$ cat config.mk
export PLATFORM = sky130hd
export DESIGN_NAME = vscale_hasti_multi_arbiter_flat
export DESIGN_NICKNAME = d
export VERILOG_FILES = /design/src/rtl/vscale_hasti_multi_arbiter_pkg.sv /design/src/rtl/vscale_hasti_multi_arbiter_if.sv /design/src/rtl/vscale_hasti_multi_arbiter_rr_picker.sv /design/src/rtl/vscale_hasti_multi_arbiter.sv /design/src/flat_wrapper.sv
export SDC_FILE = /design/constraint.sdc
export NUM_CORES = 1
export LEC_CHECK = 0
export ABC_AREA = 1
export CAP_MARGIN = 20
export CELL_PAD_IN_SITES_DETAIL_PLACEMENT = 0
export CELL_PAD_IN_SITES_GLOBAL_PLACEMENT = 1
export CORE_AREA = 2 2 222 224
export DETAILED_ROUTE_END_ITERATION = 8
export DIE_AREA = 0 0 224 226
export GPL_TIMING_DRIVEN = 0
export PLACE_DENSITY = 0.53
export SLEW_MARGIN = 10
export SYNTH_ARGS = -nofsm -noshare
export SYNTH_HDL_FRONTEND = slang
export SYNTH_SLANG_ARGS = --single-unit
export TNS_END_PERCENT = 100
$ cat constraint.sdc
create_clock -name clk -period 2.1 [get_ports clk]
set_input_delay 0.42 -clock clk [delete_from_list [all_inputs] [get_ports clk]]
set_output_delay 0.42 -clock clk [all_outputs]
set_load 0.01 [all_outputs]
$ cat src/rtl/vscale_hasti_multi_arbiter_pkg.sv
// Shared vscale HASTI widths and encodings used by the multi-master arbiter and its bus interface.
package vscale_hasti_multi_arbiter_pkg;

  localparam int HASTI_ADDR_WIDTH  = 32;
  localparam int HASTI_BUS_WIDTH   = 32;
  localparam int HASTI_SIZE_WIDTH  = 3;
  localparam int HASTI_BURST_WIDTH = 3;
  localparam int HASTI_PROT_WIDTH  = 4;
  localparam int HASTI_TRANS_WIDTH = 2;
  localparam int HASTI_RESP_WIDTH  = 1;

  localparam logic [HASTI_TRANS_WIDTH-1:0] HTRANS_IDLE   = 2'd0;
  localparam logic [HASTI_TRANS_WIDTH-1:0] HTRANS_NONSEQ = 2'd2;
  localparam logic [HASTI_TRANS_WIDTH-1:0] HTRANS_SEQ    = 2'd3;
  localparam logic [HASTI_RESP_WIDTH-1:0]  HRESP_OKAY    = 1'b0;

  localparam int STAT_WIDTH = 16;

  function automatic logic hasti_is_req(input logic [HASTI_TRANS_WIDTH-1:0] htrans);
    return (htrans == HTRANS_NONSEQ) || (htrans == HTRANS_SEQ);
  endfunction

endpackage

$ cat src/rtl/vscale_hasti_multi_arbiter_if.sv
// Bus bundle of the arbiter: flattened per-master HASTI ports plus the single slave port.
interface vscale_hasti_multi_arbiter_if #(
  parameter int NUM_MASTERS = 4
);
  import vscale_hasti_multi_arbiter_pkg::*;

  logic [NUM_MASTERS-1:0][HASTI_ADDR_WIDTH-1:0]  m_haddr;
  logic [NUM_MASTERS-1:0]                        m_hwrite;
  logic [NUM_MASTERS-1:0][HASTI_SIZE_WIDTH-1:0]  m_hsize;
  logic [NUM_MASTERS-1:0][HASTI_BURST_WIDTH-1:0] m_hburst;
  logic [NUM_MASTERS-1:0]                        m_hmastlock;
  logic [NUM_MASTERS-1:0][HASTI_PROT_WIDTH-1:0]  m_hprot;
  logic [NUM_MASTERS-1:0][HASTI_TRANS_WIDTH-1:0] m_htrans;
  logic [NUM_MASTERS-1:0][HASTI_BUS_WIDTH-1:0]   m_hwdata;
  logic [NUM_MASTERS-1:0][HASTI_BUS_WIDTH-1:0]   m_hrdata;
  logic [NUM_MASTERS-1:0]                        m_hready;
  logic [NUM_MASTERS-1:0][HASTI_RESP_WIDTH-1:0]  m_hresp;

  logic [HASTI_ADDR_WIDTH-1:0]  s_haddr;
  logic                         s_hwrite;
  logic [HASTI_SIZE_WIDTH-1:0]  s_hsize;
  logic [HASTI_BURST_WIDTH-1:0] s_hburst;
  logic                         s_hmastlock;
  logic [HASTI_PROT_WIDTH-1:0]  s_hprot;
  logic [HASTI_TRANS_WIDTH-1:0] s_htrans;
  logic [HASTI_BUS_WIDTH-1:0]   s_hwdata;
  logic [HASTI_BUS_WIDTH-1:0]   s_hrdata;
  logic                         s_hready;
  logic [HASTI_RESP_WIDTH-1:0]  s_hresp;

  // Arbiter view: accepts master requests, drives the slave.
  modport slave (
    input  m_haddr, m_hwrite, m_hsize, m_hburst, m_hmastlock, m_hprot, m_htrans, m_hwdata,
    output m_hrdata, m_hready, m_hresp,
    output s_haddr, s_hwrite, s_hsize, s_hburst, s_hmastlock, s_hprot, s_htrans, s_hwdata,
    input  s_hrdata, s_hready, s_hresp
  );

  // Environment view: the masters and the slave around the arbiter.
  modport master (
    output m_haddr, m_hwrite, m_hsize, m_hburst, m_hmastlock, m_hprot, m_htrans, m_hwdata,
    input  m_hrdata, m_hready, m_hresp,
    input  s_haddr, s_hwrite, s_hsize, s_hburst, s_hmastlock, s_hprot, s_htrans, s_hwdata,
    output s_hrdata, s_hready, s_hresp
  );

endinterface

$ cat src/rtl/vscale_hasti_multi_arbiter_rr_picker.sv
// Round-robin scan: first requester strictly after i_last, wrapping; i_last itself is the lowest priority.
module vscale_rr_picker #(
  parameter int NUM_MASTERS = 4,
  parameter int IDX_WIDTH   = 2
) (
  input  logic [NUM_MASTERS-1:0] i_req,
  input  logic [IDX_WIDTH-1:0]   i_last,
  output logic [IDX_WIDTH-1:0]   o_pick,
  output logic                   o_pick_vld
);

  always_comb begin
    int idx;
    idx        = 0;
    o_pick     = i_last;
    o_pick_vld = 1'b0;
    // Walk from farthest to nearest so the nearest requester after i_last is left standing.
    for (int k = NUM_MASTERS; k >= 1; k--) begin
      idx = int'(i_last) + k;
      if (idx >= NUM_MASTERS) idx = idx - NUM_MASTERS;
      if (i_req[idx]) begin
        o_pick     = IDX_WIDTH'(idx);
        o_pick_vld = 1'b1;
      end
    end
  end

endmodule

$ cat src/rtl/vscale_hasti_multi_arbiter.sv
// Multi-master HASTI arbiter: zero-latency address mux from registered address/data-phase owners; non-owners stall on m_hready=0.
// Optional per-master saturating grant counters when VSCALE_ARB_STATS_EN is defined.
module vscale_hasti_multi_arbiter
  import vscale_hasti_multi_arbiter_pkg::*;
#(
  parameter int NUM_MASTERS = 4,
  parameter int IDX_WIDTH   = 2
) (
  input  logic                   clk,
  input  logic                   reset,
  vscale_hasti_multi_arbiter_if.slave bus,
  input  logic                   sel_mode,
  input  logic [IDX_WIDTH-1:0]   next_master,
  output logic [IDX_WIDTH-1:0]   grant_idx
`ifdef VSCALE_ARB_STATS_EN
  ,
  output logic [NUM_MASTERS-1:0][STAT_WIDTH-1:0] grant_count
`endif
);

  logic [IDX_WIDTH-1:0]   r_aowner;
  logic [IDX_WIDTH-1:0]   r_downer;
  logic                   r_dvalid;
  logic [NUM_MASTERS-1:0] w_req;
  logic                   w_run;
  logic                   w_a_req;
  logic                   w_a_lock;
  logic                   w_next_ok;
  logic [IDX_WIDTH-1:0]   w_pick;
  logic                   w_pick_vld;
  logic [IDX_WIDTH-1:0]   w_aowner_nxt;

  for (genvar g = 0; g < NUM_MASTERS; g++) begin : g_req
    assign w_req[g] = hasti_is_req(bus.m_htrans[g]);
  end

  // Outputs are blanked for the whole reset cycle, not only after the reset edge.
  assign w_run     = !reset;
  assign w_a_req   = w_req[r_aowner];
  assign w_a_lock  = w_a_req && bus.m_hmastlock[r_aowner];
  assign grant_idx = r_aowner;

  if (NUM_MASTERS < (1 << IDX_WIDTH)) begin : g_idx_chk
    assign w_next_ok = (next_master < IDX_WIDTH'(NUM_MASTERS));
  end else begin : g_idx_full
    assign w_next_ok = 1'b1;
  end

  vscale_rr_picker #(
    .NUM_MASTERS (NUM_MASTERS),
    .IDX_WIDTH   (IDX_WIDTH)
  ) u_picker (
    .i_req      (w_req),
    .i_last     (r_aowner),
    .o_pick     (w_pick),
    .o_pick_vld (w_pick_vld)
  );

  always_comb begin
    w_aowner_nxt = r_aowner;
    if (!w_a_lock) begin
      if (sel_mode) begin
        if (w_next_ok) w_aowner_nxt = next_master;
      end else if (w_pick_vld) begin
        w_aowner_nxt = w_pick;
      end
    end
  end

  always_ff @(posedge clk) begin
    if (reset) begin
      r_aowner <= '0;
      r_downer <= '0;
      r_dvalid <= 1'b0;
    end else if (bus.s_hready) begin
      r_downer <= r_aowner;
      r_dvalid <= w_a_req;
      r_aowner <= w_aowner_nxt;
    end
  end

  always_comb begin
    bus.s_haddr     = '0;
    bus.s_hwrite    = 1'b0;
    bus.s_hsize     = '0;
    bus.s_hburst    = '0;
    bus.s_hmastlock = 1'b0;
    bus.s_hprot     = '0;
    bus.s_htrans    = HTRANS_IDLE;
    bus.s_hwdata    = '0;
    if (w_run) begin
      bus.s_haddr     = bus.m_haddr[r_aowner];
      bus.s_hwrite    = bus.m_hwrite[r_aowner];
      bus.s_hsize     = bus.m_hsize[r_aowner];
      bus.s_hburst    = bus.m_hburst[r_aowner];
      bus.s_hmastlock = bus.m_hmastlock[r_aowner];
      bus.s_hprot     = bus.m_hprot[r_aowner];
      bus.s_htrans    = w_a_req ? bus.m_htrans[r_aowner] : HTRANS_IDLE;
      if (r_dvalid) bus.s_hwdata = bus.m_hwdata[r_downer];
    end
  end

  always_comb begin
    bus.m_hrdata = '0;
    bus.m_hresp  = {NUM_MASTERS{HRESP_OKAY}};
    bus.m_hready = '0;
    for (int i = 0; i < NUM_MASTERS; i++) begin
      if (w_run && r_dvalid && (IDX_WIDTH'(i) == r_downer)) begin
        bus.m_hrdata[i] = bus.s_hrdata;
        bus.m_hresp[i]  = bus.s_hresp;
        bus.m_hready[i] = bus.s_hready;
      end
      if (w_run && (IDX_WIDTH'(i) == r_aowner)) bus.m_hready[i] = bus.s_hready;
    end
  end

`ifdef VSCALE_ARB_STATS_EN
  logic [NUM_MASTERS-1:0][STAT_WIDTH-1:0] r_grant_count;

  always_ff @(posedge clk) begin
    if (reset) begin
      r_grant_count <= '0;
    end else if (bus.s_hready && w_a_req && (r_grant_count[r_aowner] != '1)) begin
      r_grant_count[r_aowner] <= r_grant_count[r_aowner] + STAT_WIDTH'(1);
    end
  end

  assign grant_count = r_grant_count;
`endif

endmodule

$ cat src/flat_wrapper.sv
// flat-port wrapper written by rule: the top's interface ports become plain ports
module vscale_hasti_multi_arbiter_flat import vscale_hasti_multi_arbiter_pkg::*;
#(
  parameter int NUM_MASTERS = 4,
  parameter int IDX_WIDTH   = 2
)
  (clk, reset, sel_mode, next_master, grant_idx, bus_m_haddr, bus_m_hwrite, bus_m_hsize, bus_m_hburst, bus_m_hmastlock, bus_m_hprot, bus_m_htrans, bus_m_hwdata, bus_m_hrdata, bus_m_hready, bus_m_hresp, bus_s_haddr, bus_s_hwrite, bus_s_hsize, bus_s_hburst, bus_s_hmastlock, bus_s_hprot, bus_s_htrans, bus_s_hwdata, bus_s_hrdata, bus_s_hready, bus_s_hresp);
  vscale_hasti_multi_arbiter_if #(.NUM_MASTERS(NUM_MASTERS)) bus_i ();
  input  logic clk;
  input  logic reset;
  input  logic sel_mode;
  input  logic [IDX_WIDTH-1:0] next_master;
  output logic [IDX_WIDTH-1:0] grant_idx;
  input wire logic [$bits(bus_i.m_haddr)-1:0] bus_m_haddr;
  input wire logic [$bits(bus_i.m_hwrite)-1:0] bus_m_hwrite;
  input wire logic [$bits(bus_i.m_hsize)-1:0] bus_m_hsize;
  input wire logic [$bits(bus_i.m_hburst)-1:0] bus_m_hburst;
  input wire logic [$bits(bus_i.m_hmastlock)-1:0] bus_m_hmastlock;
  input wire logic [$bits(bus_i.m_hprot)-1:0] bus_m_hprot;
  input wire logic [$bits(bus_i.m_htrans)-1:0] bus_m_htrans;
  input wire logic [$bits(bus_i.m_hwdata)-1:0] bus_m_hwdata;
  output wire logic [$bits(bus_i.m_hrdata)-1:0] bus_m_hrdata;
  output wire logic [$bits(bus_i.m_hready)-1:0] bus_m_hready;
  output wire logic [$bits(bus_i.m_hresp)-1:0] bus_m_hresp;
  output wire logic [$bits(bus_i.s_haddr)-1:0] bus_s_haddr;
  output wire logic [$bits(bus_i.s_hwrite)-1:0] bus_s_hwrite;
  output wire logic [$bits(bus_i.s_hsize)-1:0] bus_s_hsize;
  output wire logic [$bits(bus_i.s_hburst)-1:0] bus_s_hburst;
  output wire logic [$bits(bus_i.s_hmastlock)-1:0] bus_s_hmastlock;
  output wire logic [$bits(bus_i.s_hprot)-1:0] bus_s_hprot;
  output wire logic [$bits(bus_i.s_htrans)-1:0] bus_s_htrans;
  output wire logic [$bits(bus_i.s_hwdata)-1:0] bus_s_hwdata;
  input wire logic [$bits(bus_i.s_hrdata)-1:0] bus_s_hrdata;
  input wire logic [$bits(bus_i.s_hready)-1:0] bus_s_hready;
  input wire logic [$bits(bus_i.s_hresp)-1:0] bus_s_hresp;
  assign bus_i.m_haddr = bus_m_haddr;
  assign bus_i.m_hwrite = bus_m_hwrite;
  assign bus_i.m_hsize = bus_m_hsize;
  assign bus_i.m_hburst = bus_m_hburst;
  assign bus_i.m_hmastlock = bus_m_hmastlock;
  assign bus_i.m_hprot = bus_m_hprot;
  assign bus_i.m_htrans = bus_m_htrans;
  assign bus_i.m_hwdata = bus_m_hwdata;
  assign bus_m_hrdata = bus_i.m_hrdata;
  assign bus_m_hready = bus_i.m_hready;
  assign bus_m_hresp = bus_i.m_hresp;
  assign bus_s_haddr = bus_i.s_haddr;
  assign bus_s_hwrite = bus_i.s_hwrite;
  assign bus_s_hsize = bus_i.s_hsize;
  assign bus_s_hburst = bus_i.s_hburst;
  assign bus_s_hmastlock = bus_i.s_hmastlock;
  assign bus_s_hprot = bus_i.s_hprot;
  assign bus_s_htrans = bus_i.s_htrans;
  assign bus_s_hwdata = bus_i.s_hwdata;
  assign bus_i.s_hrdata = bus_s_hrdata;
  assign bus_i.s_hready = bus_s_hready;
  assign bus_i.s_hresp = bus_s_hresp;
  vscale_hasti_multi_arbiter #(.NUM_MASTERS(NUM_MASTERS), .IDX_WIDTH(IDX_WIDTH)) u_core (.clk(clk), .reset(reset), .bus(bus_i), .sel_mode(sel_mode), .next_master(next_master), .grant_idx(grant_idx));
endmodule
Yosys cells after proc, flatten, opt, wreduce, memory -nomap -nowiden
Index checks and enable logic that the tools add are counted.
{ "word_totals": {"ff_bits": 5, "output_inout_bits": 216} }
{ "op_classes": {"addsub": 8, "magnitude_cmp": 10, "n_eq_ne": 14, "mux": 70, "bitwise_logic": 1, "reduce_logical": 20} }
{ "op_table": {"columns": ["operator", "n"], "rows": [
  ["32-bit 2-to-1 mux", 13],
  ["32-bit binary-select mux with 2-bit select", 2],
  ["32-bit by 4-bit < comparator with 1-bit output (second input constant)", 4],
  ["32-bit by 4-bit greater-or-equal comparator with 1-bit output (second input constant)", 1],
  ["32-bit by 4-bit subtractor with 32-bit output (second input constant)", 1],
  ["1-bit 2-to-1 mux", 29],
  ["2-bit 2-to-1 mux", 9],
  ["2-bit == test (second input constant)", 8],
  ["1-bit binary-select mux with 2-bit select", 7],
  ["3-bit binary-select mux with 2-bit select", 2],
  ["3-bit 2-to-1 mux", 4],
  ["3-bit by 3-bit subtractor with 4-bit output (second input constant)", 3],
  ["1-bit logical AND", 10],
  ["3-bit greater-or-equal comparator (second input constant)", 3],
  ["4-bit binary-select mux with 2-bit select", 1],
  ["2-bit == test (first input constant)", 4],
  ["4-bit 2-to-1 mux", 2],
  ["2-bit by 2-bit adder with 3-bit output (second input constant)", 2],
  ["2-bit by 3-bit < comparator with 1-bit output (second input constant)", 2],
  ["5-bit nonzero test", 1],
  ["2-bit by 3-bit adder with 4-bit output (second input constant)", 1],
  ["2-bit binary-select mux with 2-bit select", 1],
  ["1-bit by 2-bit == test with 1-bit output (first input constant)", 2],
  ["2-bit logical NOT", 2],
  ["6 further kinds", 9]
]} }

Logic depth before layout (Yosys ltp)
Gate-level depths: netlist of the first run.
{ "logic_depth": {"word_depth": 12, "depth_mapped": 13, "mapped_depth_nobuf": 11} }

By module
Synthesis of the first run repeated with hierarchy kept, for this count alone.
{ "unflattened": {"hier_cells": 608, "hier_area_um2": 3179.3} }
{ "by_module_without_submodules": {"columns": ["module", "n_inst", "cells_per_inst", "area_each_um2"], "rows": [
  ["vscale_hasti_multi_arbiter", 1, 560, 2954.1],
  ["vscale_rr_picker", 1, 48, 225.2]
]} }

Worst setup path after synthesis of the first run
OpenSTA, ideal clock, no wires.
{ "synth_path": {"path_type": "reg-to-reg", "from": "register u_core.r_aowner[0] (netlist: u_core.grant_idx[0])", "to": "register u_core.r_aowner[0] (netlist: u_core.grant_idx[0])", "setup_ps": 113, "t_arrival_ps": 1771, "slack_ps": 216, "path_stages_with_launch": 13, "path_buffers": 2, "cell_sequence": "dfxtp_1 > inv_2 > buf_6 > clkbuf_1 > ha_1 > inv_1 > nand3_1 > nand2_1 > nor2_1 > nand2_1 > nand3_1 > nor2_1 > nor2_1"} }
{ "synth_between": {"elab_chain_len": 12, "word_cells_on_any_way": 47, "cone_classes": "8 x add/sub; 4 x order compare; 30 x mux; 1 x bitwise; 4 x reduce/logical"} }
{ "synth_rtl": {"columns": ["element", "line_no", "text"], "rows": [
  ["start: declaration", "vscale_hasti_multi_arbiter.sv:21", "logic [IDX_WIDTH-1:0] r_aowner;"],
  ["start signal: assignment", "vscale_hasti_multi_arbiter.sv:78", "r_aowner <= w_aowner_nxt;"],
  ["2-bit by 3-bit adder with 4-bit output", "vscale_hasti_multi_arbiter_rr_picker.sv:19", "idx = int'(i_last) + k;"],
  ["32-bit by 4-bit subtractor with 32-bit output or 32-bit by 4-bit greater-or-equal comparator with 1-bit output (tied branches)", "vscale_hasti_multi_arbiter_rr_picker.sv:20", "if (idx >= NUM_MASTERS) idx = idx - NUM_MASTERS;"],
  ["32-bit 2-to-1 mux", "vscale_hasti_multi_arbiter_rr_picker.sv:20", null],
  ["1-bit binary-select mux with 2-bit select", "vscale_hasti_multi_arbiter_rr_picker.sv:21", "if (i_req[idx]) begin"],
  ["1-bit 2-to-1 mux (implied by the code) (2 in a row)", "vscale_hasti_multi_arbiter_rr_picker.sv:21", null],
  ["1-bit 2-to-1 mux (4 in a row)", "vscale_hasti_multi_arbiter_rr_picker.sv:21", null],
  ["2-bit nonzero test (no line)", null, null],
  ["4-bit AND reduction (no line)", null, null]
]} }
Parallel ways exist; a longest one is shown, timed or not. The select of a mux whose other input is x is not followed.
A chain may end at the register's enable or synchronous reset.

Worst setup path in the final report of the first run
{ "layout_path": {"from": "register u_core.r_aowner[0] (netlist: u_core.grant_idx[0])", "to": "output bus_s_haddr[23]"} }
{ "layout_between": {"elab_chain_len": 3} }
{ "layout_rtl": {"columns": ["element", "line_no", "text"], "rows": [
  ["32-bit binary-select mux with 2-bit select", "vscale_hasti_multi_arbiter.sv:92", "bus.s_haddr = bus.m_haddr[r_aowner];"],
  ["32-bit 2-to-1 mux (implied by the code)", "vscale_hasti_multi_arbiter.sv:92", null],
  ["32-bit 2-to-1 mux", "vscale_hasti_multi_arbiter.sv:91", "if (w_run) begin"],
  ["end: declaration", "flat_wrapper.sv:25", "output wire logic [$bits(bus_i.s_haddr)-1:0] bus_s_haddr;"]
]} }
Every way passes these cells. The select of a mux whose other input is x is not followed.

==> flow_summary.ini, run 1 <==
[global_routing]
grt_pass1_wl_um = 52700
antenna_found_initial = 7
grtUsageTotal = 0.140
grt_pass1_vias = 7855
gr-total-overflow = 0
grt_max_degree = 12

[sta]
skew_ns = 0.000446
max_freq_mhz = 481
final-setup-viol-count = 0
maxSlewHeadroom = 0.555
drv_slew = 0
finalCritPeriodShare = 0.989
setup_ws_ns = 0.0222
fin_crit_ns = 2.08
setup-tns-final_ns = 0
hold_violations = 0
rsz0062_at_grt = yes
worst_pin_slew_ns = 0.667

[yosys]
yosysTopAreaCellShare = 0.336
synth.area.top_cells = nor2_1 34%, o21ai_0 13%, nand3_1 10%
syn_area_um2 = 3560
ys_seq_area_frac = 0.0281
syn_nets = 1122
syn_avg_cell_area_um2 = 4.64
synthCells = 767
yosys_warnings = 0
synth_seq_cells = 5
synth_top_cell_by_area = nor2_1
ys_types = 21

[worst_setup_path]
regToRegSetupSlack_ns = 0.22
cp_slowest_cell = dfxtp_4
r2r_start = u_core.grant_idx[1]
cp-end-kind = output pin
worst-path-max-fanout = 5
worst_setup_path_start_kind = flop
cp_top_family = buffers and inverters
r2r-end = u_core.grant_idx[0]
cp_num_buf_inv = 4
worstSetupPathType = flop to output pin
worst_path_largest_cell_delay_ns = 0.42
cp.arrival_ns = 1.66
ff2ff_path_depth = 13
crit_chain = buf_12 > buf_12 > buf_8 > nor2_4 > nor2_4 > o21ai_2 > a21oi_2 > buf_2
worstPathRequired_ns = 1.68

[cells_and_area]
multiInputGateArea_um2 = 3360
fill_cells = 5558
fin_cells = 2010
fin_util = 0.225
final_layout_size_suffix_gt1_frac = 0.237
nets = 1742
area_growth_pct = 206
seqCellArea_um2 = 113

[floorplanning]
pin_count = 567
die_y_um = 226
start_util = 0.0737
core_area_um2 = 48300
die_area_um2 = 50600
rows = 81
die-width_um = 224

[clocking]
clk-insertion-delay-late_ns = 0.23
cts_buffers = 3
clkTransAtPathRegs_ns = 0.03
cts.htree.levels = 1
cts_tree = built
clkSinkCount = 5
ctsHoldBuffers = 0
max-clock-path-buffers = 2
cts_root_buffer = clkbuf_16

[route]
routed_wirelength_um = 38500
remaining_drc_errors = 0
vias = 7722
wl_per_cell_um = 19.1
drt_iter0_drc = 238
ant_nets = 0
avgViaCountPerCell = 3.84
drt_first_pass_iters = 4

[placement]
hpwl_um = 31800
io_buffers = 565
pre_cts_ws_ns = -1.11
dp.cells = 1954
gp_congestion = 0.807

[hold_path]
hold_depth = 2
worstHoldStart = u_core.r_dvalid
hold_path_class = flop to flop
min_to = u_core.r_dvalid

[outcome]
run_status = finished clean

[flow_run]
maxCapViolations = 0

[power]
p_per_area_nw_per_um2 = 385
total_power_mw = 4.20
ir_worst_vdd_v = 0.000175
leakagePower_nw = 4.93
==> metal layers <==
metal / share of wire / wire length [µm] / GRT usage / vias up
met5: 0.00029 / 11 / 0 / -
met2: 0.51 / 19800 / 0.263 / 414
met4: 0.026 / 1020 / 0.0398 / 2
met3: 0.073 / 2820 / 0.0290 / 46
li1: - / - / - / 3792
met1: 0.39 / 14900 / 0.158 / 3468
==> area by class of cell <==
cell class	instances	share of cell area
antenna	2	0.000460
buffer	66	0.0666
clock buffer	4	0.00724
inverter	43	0.0182
multi-input combinational	648	0.309
sequential	5	0.0103
tap	622	0.0715
timing repair buffer	620	0.517
==> cells in the mapped netlist, drive strengths merged <==
library cell and count:
a21oi 50, nand3 76, ha 4, o21ai 91
clkbuf 30, nand2 41, nand4 1, a31oi 32
a22oi 32, dfxtp 5, inv 43, nor2 320
a21boi 1, buf 41
==> what timing repair did <==
action	in CTS	in global routing
setup endpoints to repair	216	141
pin swaps	15	58
gates resized for setup	728	184
buffers inserted	42	6
cloned	4	4
==> state kept, by name, indices dropped and copies added, names as in the netlist <==
register,count
u_core.grant_idx,2
u_core.r_downer,2
u_core.r_dvalid,1
==> stage by stage <==
step	hold WS, ns	area, µm²
after CTS	0.604	10700
after detailed placement	0.518	10000
final	0.565	10900
after global routing	0.617	10900
after global placement	0.516	10000
after floorplan	0.490	3560
==> how the worst max path moves through the flow <==
| stage | startpoint | endpoint | slack [ns] | depth (start not counted) |
|---|---|---|---|---|
| global placement | u_core.grant_idx[0] | bus_s_hsize[1] | -1.09 | 6 |
| detailed placement | u_core.grant_idx[0] | bus_s_hsize[0] | -1.11 | 6 |
| CTS | bus_m_htrans[3] | bus_s_htrans[0] | -0.13 | 7 |
| global route | u_core.grant_idx[0] | bus_s_haddr[27] | -0.04 | 9 |
| floorplan | u_core.grant_idx[0] | u_core.grant_idx[0] | 0.22 | 12 |
| finish | u_core.grant_idx[0] | bus_s_haddr[23] | 0.02 | 8 |
==> cells in the final DEF, fill, tap and decap left out, types with 14 or more instances in the layout <==
| cell | synthesis | routed |
|---|---|---|
| nand3_1 | 73 | 73 |
| nand2_1 | 38 | 35 |
| a21oi_1 | 50 | 42 |
| o21ai_1 | 0 | 35 |
| inv_1 | 39 | 37 |
| nor2_1 | 319 | 283 |
| clkbuf_2 | 0 | 31 |
| clkdlybuf4s50_1 | 0 | 350 |
| a31oi_1 | 32 | 28 |
| dlygate4sd2_1 | 0 | 84 |
| buf_6 | 1 | 34 |
| buf_2 | 33 | 94 |
| buf_4 | 4 | 38 |
| nor2_4 | 0 | 17 |
| o21ai_0 | 91 | 53 |
| nor2_2 | 1 | 20 |
| a22oi_1 | 32 | 19 |
| buf_12 | 0 | 14 |
==> worst min-delay path: stages, from the launching register on <==
cell,delay [ns]
dfxtp_2,0.34
o21ai_0,0.15
a21oi_1,0.04
==> power by group <==
group          switching, mW  internal (mW)  leakage [nW]
registers             0.0381          0.115        0.0436
logic                   1.84           1.89          4.85
clock network         0.0642          0.252        0.0382
total                   1.94           2.25          4.93
==> kinds of logic (layout without fill, tap and decap cells) <==
family	count (synthesis)	count (layout)	share of synthesized area
other	0	2	0
flip-flops	5	5	0.0281
adder cells (fa/ha/maj)	4	4	0.0141
AND/OR/NAND/NOR	438	438	0.496
AO/OA/AOI/OAI	206	206	0.324
buffers and inverters	114	733	0.138
(Power assumes the default switching activity.)
==> run 2, diff against run 1 <==
Settings changed: GPL_ROUTABILITY_DRIVEN set to 1, SKIP_CTS_REPAIR_TIMING set to 1.
==> run 2 against run 1 <==
Effect of this change: the flow now finishes with violations (setup timing); clock-buffer cell count unchanged; critical path type unchanged; maximum frequency decreased by 9.6%; combinational power increased by 4%; critical path depth increased by 1; largest power group unchanged.
==> flow_summary.ini, run 2 (synthesized netlist as in run 1, its figures left out) <==
[outcome]
run_status = finished with violations
violations = setup timing

[clocking]
cts_root_buffer = clkbuf_16
clkSinkCount = 5
clk-insertion-delay-late_ns = 0.23
max-clock-path-buffers = 2
cts_buffers = 3
cts_tree = built
clkTransAtPathRegs_ns = 0.03
cts.htree.levels = 1

[route]
drt_first_pass_iters = 4
avgViaCountPerCell = 3.84
ant_nets = 0
wl_met3_um = 2970
vias = 7725
routed.top_layer = met5
met1_length_um = 14600
met2_length_um = 20100
drt_iter0_drc = 284
routed_wirelength_um = 38400
remaining_drc_errors = 0
wl_per_cell_um = 19.1

[floorplanning]
rows = 81
core_area_um2 = 48300
die-width_um = 224
die_area_um2 = 50600
die_y_um = 226
pin_count = 567
start_util = 0.0737

[worst_setup_path]
worstSetupPathType = flop to output pin
cp.arrival_ns = 1.88
worst_setup_path_start_kind = flop
worstPathRequired_ns = 1.68
cp-end-kind = output pin
cp_num_buf_inv = 6
cp_slowest_cell = dfxtp_4
worst-path-max-fanout = 7
crit_chain = clkinvlp_4 > buf_6 > buf_12 > buf_6 > buf_12 > nor2_4 > o21ai_2 > a21oi_2 > buf_2
cp_top_family = buffers and inverters
worst_path_largest_cell_delay_ns = 0.40

[global_routing]
antenna_found_initial = 7
grtUsageTotal = 0.136
gr-total-overflow = 0
grt_pass1_wl_um = 51400
grt_max_degree = 12
grt_pass1_vias = 7648

[cells_and_area]
area_growth_pct = 222
multiInputGateArea_um2 = 3560
seqCellArea_um2 = 109
fill_cells = 5532
final_layout_size_suffix_gt1_frac = 0.250
layout_common_cells = 356 x clkdlybuf4s50_1, 253 x nor2_1, 105 x dlymetal6s2s_1
layout_commonest_cell = clkdlybuf4s50_1
nets = 1742

[sta]
hold_violations = 0
fin_crit_ns = 2.30
finalCritPeriodShare = 1.09
maxSlewHeadroom = 0.560
drv_slew = 0
setup-tns-final_ns = -5.83
setup_ws_ns = -0.197
max_freq_mhz = 435
worst_pin_slew_ns = 0.660
rsz0062_at_grt = yes
final-setup-viol-count = 58
skew_ns = 0.000491

[flow_run]
maxCapViolations = 0

[hold_path]
hold_path_class = primary input to flop

[placement]
gp_congestion = 0.807
hpwl_um = 31800
io_buffers = 565

[power]
leakagePower_nw = 6.42
p_sw_frac = 0.470
total_power_mw = 4.34
p_per_area_nw_per_um2 = 378
power_frac_comb = 0.895
ir_worst_vdd_v = 0.000211
power_frac_clock = 0.072
power_switching_mw = 2.04
seq_power_share = 0.033
p_int_mw = 2.30
-- run 2: cell count changes in the layout (fill, tap and decap cells not counted), moves of 10 or more --
cell            change
dlymetal6s2s_1    +105
nor2_1             -30
nor2_4             +23
o21ai_2            +14
dlygate4sd2_1      -84
buf_2              -10
-- run 2: power by group through the flow --
| stage | Clock [mW] | Sequential [mW] | Combinational (mW) |
|---|---|---|---|
| final | 0.314 | 0.142 | 3.88 |
| after detailed placement | 0 | 0.141 | 3.11 |
| after floorplan | 0 | 0.130 | 1.33 |
| after global placement | 0 | 0.141 | 3.12 |
| after CTS | 0.321 | 0.139 | 3.13 |
| after global routing | 0.330 | 0.145 | 4.20 |
-- run 2: per-stage QoR --
step | setup slack, ns | hold slack [ns] | instances | cell area [µm²] | utilization
2_1_floorplan | 0.216 | 0.490 | 767 | 3560 | -
3_3_place_gp | -1.09 | 0.516 | 1954 | 10000 | 0.207
3_5_place_dp | -1.11 | 0.518 | 1954 | 10000 | 0.207
4_1_cts | -1.36 | 0.529 | 1958 | 10100 | 0.208
5_1_grt | -0.288 | 0.602 | 2010 | 11500 | 0.237
6_report | -0.197 | 0.563 | 2010 | 11500 | 0.237
-- run 2: per-layer routing --
metal  track usage  up-vias
met4        0.0295        2
met2         0.259      406
met5             0        -
li1              -     3788
met3        0.0295       42
met1         0.155     3487
-- run 2: cell type report --
cell class,count,area share
timing repair buffer,616,0.528
multi-input combinational,648,0.311
tap,622,0.0679
buffer,70,0.0598
inverter,43,0.0170
sequential,5,0.00950
clock buffer,4,0.00688
antenna,2,0.000437
-- run 2: worst reg2reg max path, delay by kind of cell (launching register included) --
| kind | cells | cell delay [ns] |
|---|---|---|
| and+or+nand+nor | 7 | 0.57 |
| buffers and inverters | 3 | 0.48 |
| DFF | 1 | 0.40 |
| adders and majority gates | 1 | 0.32 |
-- run 2: path summary, 6_finish.rpt --
| path | startpoint | to | slack [ns] | depth (start not counted) |
|---|---|---|---|---|
| max | u_core.grant_idx[1] | bus_s_haddr[17] | -0.20 | 9 |
| min | reset | u_core.grant_idx[0] | 0.56 | 4 |
| max reg2reg | u_core.grant_idx[1] | u_core.grant_idx[0] | 0.23 | 11 |
| min reg2reg | u_core.r_dvalid | u_core.r_dvalid | 0.60 | 2 |
==> run 3, diff against run 2 <==
Settings changed: PLACE_DENSITY 0.53 to unset, PLACE_DENSITY_LB_ADDON set to 0.1.
==> run 3 against run 2 <==
Effect of this change: the run still ends with setup timing left; register-to-register slack worse by 0.06 ns; clock skew is essentially flat; hold slack better by 0.027 ns; clock power about the same; combinational power fell by 3%; largest cell class unchanged; critical endpoint is now bus_s_haddr[28]; wire length up 8.7%; largest power group unchanged; global-route usage is 0.98 points higher; total power down 2.7%; via count fell by 0.36%; clock-buffer cell count stayed put.
==> flow_summary.ini, run 3 (synthesized netlist as in run 1, its figures left out) <==
[route]
drt_first_pass_iters = 5
ant_nets = 0
avgViaCountPerCell = 3.80
wl_per_cell_um = 20.6
drt_iter0_drc = 257
vias = 7697
routed_wirelength_um = 41700
remaining_drc_errors = 0

[worst_setup_path]
cp_num_buf_inv = 7
cp_slowest_cell = dfxtp_4
worstPathRequired_ns = 1.68
worstSetupPathType = flop to output pin
worst_setup_path_start_kind = flop
cp.arrival_ns = 1.86
cp-end-kind = output pin
crit_chain = buf_12 > buf_6 > clkbuf_16 > buf_12 > clkbuf_16 > buf_12 > nor2_4 > nor2_1 > o21ai_1 > a21oi_1 > buf_2
path_common_cell = buf_12
regToRegSetupSlack_ns = 0.17
worst_path_largest_cell_delay_ns = 0.38
cp_top_family = buffers and inverters
worst-path-max-fanout = 7

[flow_run]
maxCapViolations = 0

[clocking]
cts.htree.levels = 1
cts_root_buffer = clkbuf_16
cts_tree = built
max-clock-path-buffers = 2
cts_buffers = 3
clkTransAtPathRegs_ns = 0.03
clkSinkCount = 5
clk-insertion-delay-late_ns = 0.23

[placement]
io_buffers = 565
hpwl_um = 34200
pre_cts_ws_ns = -1.01
postPlaceCellArea_um2 = 10000
gp_congestion = 0.795

[sta]
setup_ws_ns = -0.175
skew_ns = 0.000331
finalCritPeriodShare = 1.08
setup-tns-final_ns = -1.49
final-setup-viol-count = 25
hold_violations = 0
max_freq_mhz = 440
maxSlewHeadroom = 0.582
fin_crit_ns = 2.28
drv_slew = 0
worst_pin_slew_ns = 0.628
rsz0062_at_grt = yes

[floorplanning]
die-width_um = 224
die_area_um2 = 50600
pin_count = 567
core_area_um2 = 48300
rows = 81
die_y_um = 226
start_util = 0.0737

[hold_path]
hold_path_class = flop to flop

[global_routing]
grt_max_degree = 12
use_met1 = 0.146
gr-total-overflow = 0
grt_pass1_vias = 7448
antenna_found_initial = 12
grt_most_used_layer = met2
grtUsageTotal = 0.146
met3_usage = 0.0511
gr-usage-met2 = 0.286
grt_pass1_wl_um = 53900

[power]
ir_worst_vdd_v = 0.000214
p_per_area_nw_per_um2 = 371
total_power_mw = 4.22
leakagePower_nw = 6.45

[cells_and_area]
area_growth_pct = 219
fill_cells = 5577
layout_common_cells = 351 x clkdlybuf4s50_1, 273 x nor2_1, 102 x dlymetal6s2s_1
final_cell_area_um2 = 11400
final_layout_size_suffix_gt1_frac = 0.225
nets = 1751
layout_commonest_cell = clkdlybuf4s50_1

[outcome]
violations = setup timing
run_status = finished with violations
==> run 3: tightest hold or removal path: cells and delay by family (launching register included) <==
kind            cells  cell delay [ns]
compound gates      2             0.21
flops               1             0.34
==> run 3: final timing paths <==
kind | from | end | cells past startpoint
setup reg to reg | u_core.grant_idx[1] | u_core.grant_idx[0] | 12
hold reg to reg | u_core.r_dvalid | u_core.r_dvalid | 2
setup / recovery | u_core.grant_idx[0] | bus_s_haddr[28] | 11
hold / removal | u_core.r_dvalid | u_core.r_dvalid | 2
==> run 3: area by class of cell <==
class | instances | area, µm² | share of cell area
Multi-Input combinational cell | 648 | 3280 | 0.289
Inverter | 43 | 203 | 0.0178
Antenna cell | 6 | 15.0 | 0.00132
Clock buffer | 4 | 78.8 | 0.00693
Timing Repair Buffer | 625 | 6150 | 0.541
Buffer | 70 | 753 | 0.0662
Tap cell | 622 | 778 | 0.0684
Sequential cell | 5 | 111 | 0.00979
==> run 3: stage by stage <==
stage	util	std cells	hold slack, ns
5_1_grt	0.235	2023	0.640
3_5_place_dp	0.207	1954	0.525
2_1_floorplan	-	767	0.490
4_1_cts	0.208	1958	0.545
3_3_place_gp	0.207	1954	0.519
6_report	0.235	2023	0.590
==> run 3: per-layer routing <==
| layer | part of all wire | wire length (µm) | vias to the layer above |
|---|---|---|---|
| li1 | - | - | 3818 |
| met1 | 0.36 | 14900 | 3477 |
| met2 | 0.53 | 22200 | 362 |
| met3 | 0.094 | 3930 | 32 |
| met4 | 0.015 | 634 | 8 |
| met5 | 0.0012 | 50 | - |
==> run 3: power breakdown <==
group / leakage (nW) / internal [mW] / switching (mW) / total [mW]
combinational: 6.36 / 1.92 / 1.84 / 3.76
sequential: 0.0437 / 0.115 / 0.0305 / 0.146
clock: 0.0382 / 0.251 / 0.0594 / 0.311
